`src/rtl/ram_dp_pkg.sv`:
```
// Shared types and helpers for the ram_dp_bypass scratch RAM.
// The byte_merge helper is sized for the widest supported data path; callers cast in and out.
package ram_dp_pkg;

  typedef enum logic [0:0] {
    INIT = 1'b0,
    RUN  = 1'b1
  } state_t;

  localparam int DEF_DATA_W = 64;
  localparam int DEF_ADDR_W = 4;

  // Upper bound on DATA_W accepted by byte_merge.
  localparam int MAX_DATA_W = 1024;
  localparam int MAX_BE_W   = MAX_DATA_W / 8;

  function automatic logic [MAX_DATA_W-1:0] byte_merge(
    input logic [MAX_DATA_W-1:0] old_data,
    input logic [MAX_DATA_W-1:0] new_data,
    input logic [MAX_BE_W-1:0]   be
  );
    logic [MAX_DATA_W-1:0] merged;
    merged = old_data;
    for (int i = 0; i < MAX_BE_W; i++) begin
      if (be[i]) merged[8*i +: 8] = new_data[8*i +: 8];
    end
    return merged;
  endfunction

endpackage

```
`src/rtl/ram_dp_init_ctrl.sv`:
```
// Post-reset clear sequencer: walks every entry once in INIT, then parks in RUN.
// ready rises on the same edge that finishes clearing the last entry.
module ram_dp_init_ctrl
  import ram_dp_pkg::*;
#(
  parameter int ADDR_W = DEF_ADDR_W,
  parameter int DEPTH  = 1 << ADDR_W
) (
  input  logic              clk,
  input  logic              reset,
  output logic              ready,
  output logic              clr_we,
  output logic [ADDR_W-1:0] clr_addr
);

  localparam logic [ADDR_W-1:0] LAST_ADDR = ADDR_W'(DEPTH - 1);

  state_t            state;
  state_t            state_nxt;
  logic [ADDR_W-1:0] count;
  logic [ADDR_W-1:0] count_nxt;

  // NOTE: state registers use non-blocking assignments; combinational blocks use blocking.
  always_ff @(posedge clk or negedge reset) begin
    if (!reset) begin
      state <= INIT;
      count <= '0;
    end else begin
      state <= state_nxt;
      count <= count_nxt;
    end
  end

  // NOTE: every output of a combinational block gets a default first so no latch is inferred.
  always_comb begin
    state_nxt = state;
    count_nxt = count;
    case (state)
      INIT: begin
        count_nxt = count + ADDR_W'(1);
        if (count == LAST_ADDR) begin
          state_nxt = RUN;
          count_nxt = '0;
        end
      end
      RUN:     state_nxt = RUN;
      default: state_nxt = INIT;
    endcase
  end

  always_comb begin
    ready    = (state == RUN);
    clr_we   = (state == INIT);
    clr_addr = count;
  end

endmodule

```
`src/rtl/ram_dp_bypass.sv`:
```
// Dual-port scratch RAM: byte-enabled write port, registered read port with write-first override.
// Define RAM_DP_OUT_REG_EN to add a second output register stage (read latency 2).
module ram_dp_bypass
  import ram_dp_pkg::*;
#(
  parameter  int DATA_W = DEF_DATA_W,
  parameter  int ADDR_W = DEF_ADDR_W,
  parameter  int DEPTH  = 1 << ADDR_W,
  localparam int BE_W   = DATA_W / 8
) (
  input  logic              clk,
  input  logic              reset,
  input  logic              we,
  input  logic [ADDR_W-1:0] write_addr,
  input  logic [DATA_W-1:0] write_data,
  input  logic [BE_W-1:0]   write_be,
  input  logic              re,
  input  logic [ADDR_W-1:0] read_addr,
  output logic [DATA_W-1:0] read_data,
  output logic              read_valid,
  output logic              collision,
  output logic              ready
);

  localparam logic [ADDR_W:0] DEPTH_L = (ADDR_W + 1)'(DEPTH);

  logic              clr_we;
  logic [ADDR_W-1:0] clr_addr;

  ram_dp_init_ctrl #(
    .ADDR_W (ADDR_W),
    .DEPTH  (DEPTH)
  ) u_init_ctrl (
    .clk      (clk),
    .reset    (reset),
    .ready    (ready),
    .clr_we   (clr_we),
    .clr_addr (clr_addr)
  );

  // User traffic is only accepted once the clear has finished.
  logic wr_in_range;
  logic rd_in_range;
  logic user_wr;
  logic user_rd;
  logic collide_now;

  assign wr_in_range = ({1'b0, write_addr} < DEPTH_L);
  assign rd_in_range = ({1'b0, read_addr} < DEPTH_L);
  assign user_wr     = ready & we & wr_in_range;
  assign user_rd     = ready & re;
  assign collide_now = user_rd & user_wr & (read_addr == write_addr);

  logic              mem_we;
  logic [ADDR_W-1:0] mem_addr;
  logic [DATA_W-1:0] mem_data;
  logic [BE_W-1:0]   mem_be;

  always_comb begin
    mem_we   = 1'b0;
    mem_addr = write_addr;
    mem_data = write_data;
    mem_be   = write_be;
    if (clr_we) begin
      mem_we   = 1'b1;
      mem_addr = clr_addr;
      mem_data = '0;
      mem_be   = '1;
    end else if (user_wr) begin
      mem_we   = 1'b1;
    end
  end

  logic [DATA_W-1:0] mem [DEPTH];

  // NOTE: the array has no reset; it is zeroed by the INIT sweep instead.
  always_ff @(posedge clk) begin
    if (mem_we) begin
      for (int i = 0; i < BE_W; i++) begin
        if (mem_be[i]) mem[mem_addr][8*i +: 8] <= mem_data[8*i +: 8];
      end
    end
  end

  logic [DATA_W-1:0] rd_old;
  logic [DATA_W-1:0] rd_next;

  assign rd_old  = rd_in_range ? mem[read_addr] : '0;
  assign rd_next = collide_now
                 ? DATA_W'(byte_merge(MAX_DATA_W'(rd_old), MAX_DATA_W'(write_data),
                                      MAX_BE_W'(write_be)))
                 : rd_old;

  logic [DATA_W-1:0] s1_data;
  logic              s1_valid;
  logic              s1_coll;

  // Stage 1 holds its data between reads; valid and collision are single-cycle pulses.
  always_ff @(posedge clk or negedge reset) begin
    if (!reset) begin
      s1_data  <= '0;
      s1_valid <= 1'b0;
      s1_coll  <= 1'b0;
    end else begin
      s1_valid <= user_rd;
      s1_coll  <= collide_now;
      if (user_rd) s1_data <= rd_next;
    end
  end

`ifdef RAM_DP_OUT_REG_EN
  logic [DATA_W-1:0] s2_data;
  logic              s2_valid;
  logic              s2_coll;

  always_ff @(posedge clk or negedge reset) begin
    if (!reset) begin
      s2_data  <= '0;
      s2_valid <= 1'b0;
      s2_coll  <= 1'b0;
    end else begin
      s2_valid <= s1_valid;
      s2_coll  <= s1_coll;
      if (s1_valid) s2_data <= s1_data;
    end
  end

  assign read_data  = s2_data;
  assign read_valid = s2_valid;
  assign collision  = s2_coll;
`else
  assign read_data  = s1_data;
  assign read_valid = s1_valid;
  assign collision  = s1_coll;
`endif

endmodule

```
`config.mk`:
```
export PLATFORM = sky130hd
export DESIGN_NAME = ram_dp_bypass
export DESIGN_NICKNAME = d
export VERILOG_FILES = /design/src/rtl/ram_dp_pkg.sv /design/src/rtl/ram_dp_init_ctrl.sv /design/src/rtl/ram_dp_bypass.sv
export SDC_FILE = /design/constraint.sdc
export NUM_CORES = 1
export LEC_CHECK = 0
export BUFFER_PORTS_ARGS = -buffer_cell sky130_fd_sc_hd__clkbuf_2
export CAP_MARGIN = 20
export CORE_MARGIN = 2
export CORE_UTILIZATION = 25
export CTS_CLUSTER_DIAMETER = 150
export CTS_CLUSTER_SIZE = 8
export DETAILED_ROUTE_END_ITERATION = 10
export PLACE_DENSITY_LB_ADDON = 0.25
export SYNTH_ARGS = -nofsm -noshare
export SYNTH_HDL_FRONTEND = slang
export SYNTH_SLANG_ARGS = --single-unit
export TNS_END_PERCENT = 5
```
`constraint.sdc`:
```
create_clock -name clk -period 3 [get_ports clk]
set_input_delay 0.6 -clock clk [delete_from_list [all_inputs] [get_ports clk]]
set_output_delay 0.6 -clock clk [all_outputs]
set_load 0.005 [all_outputs]
```
Word-level counts from Yosys, hierarchy flattened
Memory sizes are Yosys's and may differ from the RTL's.
Index checks and enable logic that the tools add are counted.
{"block": "word_totals", "word_cells": 55, "inputBits": 84, "n_memories": 1, "regBits": 71, "ramBits": 1024}
{"memory": "mem", "words": 16, "width": 64, "rd": 1, "rd_ports_with_merged_regs": 0, "wr": 1, "line_no": "ram_dp_bypass.sv:74", "rtl": "logic [DATA_W-1:0] mem [DEPTH];"}
{"block": "op_classes", "n_bitwise": 5, "n_addsub": 1, "eq_ne": 2, "mux": 41}
{"op": "$mux W64", "count": 2}
{"op": "$mux W8", "count": 9}
{"op": "$mux W1", "count": 27}
{"op": "$mux W4", "count": 2}
{"op": "$add A4 B1 Y4 const B", "count": 1}
{"op": "$and A1 B1 Y1", "count": 4}
{"op": "$eq A4 B4 Y1", "count": 1}
{"op": "$eq A4 B4 Y1 const B", "count": 1}
{"op": "$pmux W1 S2", "count": 1}
{"op": "$not A1 Y1", "count": 1}

Longest topological paths before layout
Gate-level depths: netlist of the first run.
{"block": "depth", "word_depth": 5, "mapped_depth": 7, "ltp_nobuf": 5}

By module
Synthesis of the first run repeated with hierarchy kept, for this count alone.
{"block": "unflattened", "cells_unflattened": 2134, "area_unflattened_um2": 42633.4}
{"module": "ram_dp_bypass", "cells_per_inst": 2115, "n_inst": 1, "seq_area_each_um2": 32401.1, "area_each_um2": 42415.7}
{"module": "ram_dp_init_ctrl", "cells_per_inst": 19, "n_inst": 1, "seq_area_each_um2": 125.1, "area_each_um2": 217.7}

Least setup slack after synthesis of the first run
No wires, ideal clock.
{"block": "synth_timing", "path_kind": "input to register", "start": "input we", "end": "memory mem[10][0] in the netlist's numbering, enable pin", "slack_ps": 694, "stages": 5, "setup_ps": 370, "arrival_ps": 1936, "path_cell_list": "clkbuf_1 -> clkbuf_1 -> a21boi_1 -> clkbuf_1 -> nor2_1"}
{"block": "synth_via", "elab_chain_cells": 5}
{"item": "from (decl)", "line_no": "ram_dp_bypass.sv:13", "rtl": "input logic we,"}
{"item": "$and A1 B1 Y1", "line_no": "ram_dp_bypass.sv:50", "rtl": "assign user_wr = ready & we & wr_in_range;"}
{"item": "$mux W1", "line_no": "ram_dp_bypass.sv:69", "rtl": "end else if (user_wr) begin"}
{"item": "$mux W1", "line_no": "ram_dp_bypass.sv:64", "rtl": "if (clr_we) begin"}
{"item": "$mux W1", "line_no": "ram_dp_bypass.sv:78", "rtl": "if (mem_we) begin"}
{"item": "$mux W1 (not written as such)", "line_no": "ram_dp_bypass.sv:80", "rtl": "if (mem_be[i]) mem[mem_addr][8*i +: 8] <= mem_data[8*i +: 8];"}
{"item": "to (decl)", "line_no": "ram_dp_bypass.sv:74"}
Every way passes these cells.

Worst setup path in the final report of the first run
{"block": "layout_timing", "start": "register u_init_ctrl.state, in the netlist u_init_ctrl.ready", "end": "output ready"}
{"item": "from (decl)", "line_no": "ram_dp_init_ctrl.sv:18", "rtl": "state_t state;"}
{"item": "from (signal assigned)", "line_no": "ram_dp_init_ctrl.sv:29", "rtl": "state <= state_nxt;"}
{"item": "to (decl)", "line_no": "ram_dp_bypass.sv:22", "rtl": "output logic ready"}
No word-level cell between the ends.

==> metrics, run 1 <==
DR DRC count=0; H-Tree Depth=4; Leakage=17.4 nW; Buf/Inv on CP=2; die width=418 µm; share of layout cells above drive strength 1=30.6%; Critical Path AT=1780 ps; status=finished clean; nets=2639; DP Cell Count=4630; input/output buffers=150; Clock Skew=15.8 ps; Max rail drop VDD=0.000439 V; routed len/inst=24.1 µm; max-slew violations=0; type of the tightest min-delay check=input pin to register; WHS=93.7 ps; Design Area, Final=0.0523 mm²; Routability Congestion=0.770; first-iteration detailed-routing DRC count=1600; sequential share of power=48.4%; post-route insts no fill=4914; Reg area=0.0325 mm²; worst-margin pin slew=848 ps; Core Footprint=0.171 mm²; Slew headroom=43.5%; TritonCTS clock tree=built; area delta synth->final=21.9%; pwr/cell area=671 mW/mm²; pin count of the biggest net entering global routing=100; I/O Pins=151; Syn Nets=2217; Max-Cap Viols=0; Max FO, Critical Path=19; Synth top area share=71.7%; fmax=419 MHz; CTS clk-pin slew, worst paths=50 ps; Num CTS Buffers=154; first-pass GRT wire length=170 mm; Starting Density=25.1%; commonest non-fill, non-tap cell in the layout=edfxtp_1; CTS Buffer Depth=3; Root Driver=clkbuf_16; drt first pass iters=7; Tmin final=2380 ps; fill count=16.5k; Layout Utilization=30.6%; synth warn=0; die height=418 µm; CTS Sinks=1095; flops & latches, synth=1095; total track usage=13.5%; WL final=119 mm; crit-path cells=buf_4 > clkbuf_2; Setup Crit Path Kind=register to output port; delay-heaviest family, CP=flip-flops; crit start category=register; Yosys top cell by area=edfxtp_1; EDFF count, synth=1024; gr ovfl total=0; row count=152; initial antenna violation count=12; dpl cell area=0.0478 mm²; final setup vio count=0; Post-Syn Area=0.0429 mm²; hpwl dp=78.0 mm; switching fraction of total power=21.6%; period utilization=79.5%; vias in the first global route=23.7k; Primary FF master, synth=edfxtp_1; final hold vios=0; Clock power frac=46.0%; Slowest Stage Delay on Critical Path=570 ps; Synth area leaders=edfxtp_1 (72%), mux4_2 (13%), dfrtp_1 (4.1%), a22o_1 (2.6%), nor2_1 (2.3%); Seq/Total Area, Yosys=75.8%; Vias/cell=4.50; Crit-path slowest cell=dfrtp_4; CTS resizes=0; combinational group share of total power=5.6%; Synth Instances=2132; most frequent cells in the layout=edfxtp_1 (1024), nor2_1 (257), mux4_2 (256); ys async rst share=6.48%; NetSw=0.00758 W; P_int=0.0275 W; crit end category=output port; Critical Path RT=2400 ps; syn_area_per_cell=20.1 µm²; multi-input logic area=0.00944 mm²; DRT antenna net count=0; area of the die=0.175 mm²; Clk Latency, worst-skew pair=750 ps; post-synth cell types=33; unrepaired setup endpoints after global routing=no; Vias=22.1k
final timing paths:
path | start | end | slack, ps | cells past startpoint
min in group asynchronous | reset | read_data[48] | 450 | 2
worst min register to register | read_data[11] | read_data[11] | 560 | 2
worst min-delay path | write_data[28] | read_data[28] | 90 | 3
worst max-delay path | u_init_ctrl.ready | ready | 620 | 2
worst max register to register | u_init_ctrl.ready | mem[9][31] | 660 | 5
max in group asynchronous | reset | read_data[6] | 1660 | 3
power groups by stage:
stage	logic, W	clock network [W]	registers [W]
6_report	0.00197	0.0161	0.0170
5_1_grt	0.00213	0.0172	0.0170
4_1_cts	0.00203	0.0166	0.0170
3_5_place_dp	0.00202	0	0.0173
3_3_place_gp	0.00198	0	0.0173
2_1_floorplan	0.00109	0	0.0172
layer usage:
layer | part of all wire (%) | routed length (µm) | GRT usage, %
met1 | 40 | 46900 | 16.0
met3 | 4.7 | 5630 | 3.07
met4 | 3.0 | 3610 | 4.66
met2 | 53 | 62400 | 24.0
met5 | 0.067 | 80 | 0
worst min-delay path, stage by stage:
cell      delay (ps)
clkbuf_2          90
inv_1             40
a221oi_1          60
repair_timing:
action	CTS	global route
setup buffers	0	0
hold endpoints to repair	38	0
hold buffers	1	0
metrics by stage:
| step | setup WS, ps | power, W | TNS, ps |
|---|---|---|---|
| 6_report | 616 | 0.0351 | 0 |
| 3_5_place_dp | 162 | 0.0193 | 0 |
| 5_1_grt | 531 | 0.0363 | 0 |
| 3_3_place_gp | -253 | 0.0193 | -10980 |
| 2_1_floorplan | 694 | 0.0183 | 0 |
| 4_1_cts | 510 | 0.0356 | 0 |
flip-flops by register name, indices dropped and copies added (netlist names):
name and count:
collision 1, read_data 64, read_valid 1, mem 1024, u_init_ctrl.clr_addr 4, u_init_ctrl.ready 1
final cells by class:
type / instances / share of cell area [%]
Sequential cell: 1095 / 62.2
Multi-Input combinational cell: 846 / 18.1
Clock buffer: 275 / 8.44
Tap cell: 2233 / 5.34
Timing Repair Buffer: 379 / 5.25
Inverter: 78 / 0.562
Clock inverter: 7 / 0.167
Antenna cell: 1 / 0.00478
kinds of logic after synthesis:
logic type,after synthesis,share of synthesized area [%]
flops,1095,75.8
xor+xnor,5,0.146
fa+ha+maj,1,0.0292
compound gates,221,4.44
simple gates,362,3.86
buf+inv,191,2.25
mux,257,13.5
Yosys cell counts, types with 2 or more instances:
cell / count
o22ai_1: 3
buf_6: 28
a21boi_1: 8
a22o_1: 128
mux4_2: 256
o21ai_0: 2
a41oi_1: 8
nand2_1: 22
o32ai_1: 5
nand2b_1: 4
inv_1: 78
buf_2: 29
dfrtp_1: 71
and2_1: 65
buf_1: 2
nor2_1: 258
clkbuf_1: 53
a221oi_1: 64
nor3_4: 8
xor2_1: 3
nor2b_1: 2
edfxtp_1: 1024
Note: power is estimated with default switching activity, not from simulation.
==> run 2, diff against run 1 <==
==> constraint.sdc (replaced) <==
create_clock -name clk -period 2 [get_ports clk]
set_input_delay 0.4 -clock clk [delete_from_list [all_inputs] [get_ports clk]]
set_output_delay 0.4 -clock clk [all_outputs]
set_load 0.005 [all_outputs]
==> metrics, run 2 (synthesized netlist as in run 1, its figures left out) <==
status=finished with violations; failing checks=negative setup slack; commonest non-fill, non-tap cell in the layout=edfxtp_1; Critical Path RT=2460 ps; most frequent cells in the layout=edfxtp_1 (1024), mux4_2 (256), clkbuf_16 (154); vias in the first global route=25.3k; Biggest register=mem; share of layout cells above drive strength 1=38.5%; period utilization=107%; Worst Reg-to-Reg Cells=7; Root Driver=clkbuf_16; row count=152; drt first pass iters=5; initial antenna violation count=11; fill count=16.1k; Slowest Stage Delay on Critical Path=530 ps; die height=418 µm; type of the tightest min-delay check=input pin to async pin; Buf/Inv on CP=4; Layout Utilization=33.1%; Slew headroom=53.1%; CTS Buffer Depth=3; Top cell by count, worst path=buf_4; Max FO, Critical Path=8; Starting Density=25.1%; delay-heaviest family, CP=buffers and inverters; Vias=23.2k; crit-path cells=buf_4 > o32ai_4 > buf_4 > nand2_1 > buf_12 > nor2_1 > buf_4; Setup Crit Path Kind=register to register; first-pass GRT wire length=180 mm; Routability Congestion=0.786; Tmin final=2130 ps; WL final=125 mm; Max rail drop VDD=0.000737 V; Clk Latency, worst-skew pair=770 ps; nets=2839; worst-margin pin slew=703 ps; input/output buffers=150; WHS=135 ps; DR DRC count=0; first-iteration detailed-routing DRC count=1866; total track usage=14.2%; Vias/cell=4.55; Critical Path AT=2590 ps; Setup WS post-layout=-130 ps; H-Tree Depth=4; Leakage=19.0 nW; worst reg-to-reg setup slack=-130 ps; CTS clk-pin slew, worst paths=60 ps; reg-to-reg endpoint=mem[14][29]; pin count of the biggest net entering global routing=37; fmax=469 MHz; final setup vio count=589; Reg area=0.0325 mm²; die width=418 µm; TritonCTS clock tree=built; max reg flops=1024; final hold vios=0; routed len/inst=24.4 µm; dpl cell area=0.0500 mm²; Num CTS Buffers=154; Core Footprint=0.171 mm²; Crit-path slowest cell=dfrtp_4; Design Area, Final=0.0566 mm²; Clock Skew=25.3 ps; multi-input logic area=0.0103 mm²; Max-Cap Viols=0; area delta synth->final=31.9%; DRT antenna net count=0; pwr/cell area=944 mW/mm²; I/O Pins=151; crit end category=register; unrepaired setup endpoints after global routing=yes; max-slew violations=0; crit start category=register; CTS Sinks=1095; reg2reg start=u_init_ctrl.ready; area of the die=0.175 mm²; hpwl dp=82.6 mm; gr ovfl total=0
## run 2: cell types whose count changed in the layout (fill, tap and decap cells not counted), sizes merged
cell,previous run,this run
buf,231,366
clkbuf,422,399
inv,82,84
diode,1,6
bufbuf,0,1
dlygate4sd3,1,65
clkinv,3,9
## run 2: area by class of cell
class | instances | share of cell area, %
sequential | 1095 | 57.5
inverter | 78 | 0.522
multi-input combinational | 846 | 18.1
tap | 2233 | 4.94
timing repair buffer | 579 | 10.9
clock buffer | 252 | 7.46
clock inverter | 15 | 0.533
antenna | 6 | 0.0265
## run 2: worst max-delay path by stage
stage	startpoint	cells after the start	end
6_report	u_init_ctrl.ready	7	mem[14][29]
5_1_grt	u_init_ctrl.ready	8	mem[14][29]
4_1_cts	u_init_ctrl.ready	7	mem[14][12]
3_5_place_dp	write_addr[2]	7	mem[3][20]
3_3_place_gp	write_addr[2]	7	mem[3][19]
2_1_floorplan	u_init_ctrl.ready	5	mem[0][0]
## run 2: power by group
part / total [W] / internal, W / switching (W)
Clock: 0.0243 / 0.0144 / 0.00988
Combinational: 0.00363 / 0.00161 / 0.00202
Sequential: 0.0255 / 0.0253 / 0.000143
Total: 0.0534 / 0.0414 / 0.0120
## run 2: metal layers
metal	share of wire, %	track usage, %	up-vias
li1	-	-	9999
met3	4.6	2.69	203
met1	41	17.7	12402
met2	52	25.0	639
met4	2.9	4.55	0
met5	0	0	-
## run 2: repair_timing
action / 4_1_cts / 5_1_grt
setup buffers: 8 / 5
gates cloned: 1 / 0
endpoints found under the hold margin: 108 / 0
pin swaps: 3 / 12
hold buffers: 65 / 0
endpoints found under the setup margin: 1271 / 1092
resized for setup: 140 / 188
## run 2: stage by stage
| stage | instances | power, W | worst slack (ps) | TNS [ps] |
|---|---|---|---|---|
| after floorplan | 2132 | 0.0275 | -141 | -132830 |
| after global placement | 4752 | 0.0293 | -603 | -194500 |
| after detailed placement | 4752 | 0.0293 | -576 | -207790 |
| after CTS | 5093 | 0.0541 | -185 | -83100 |
| after global routing | 5101 | 0.0552 | -201 | -79700 |
| final | 5104 | 0.0534 | -130 | -22990 |
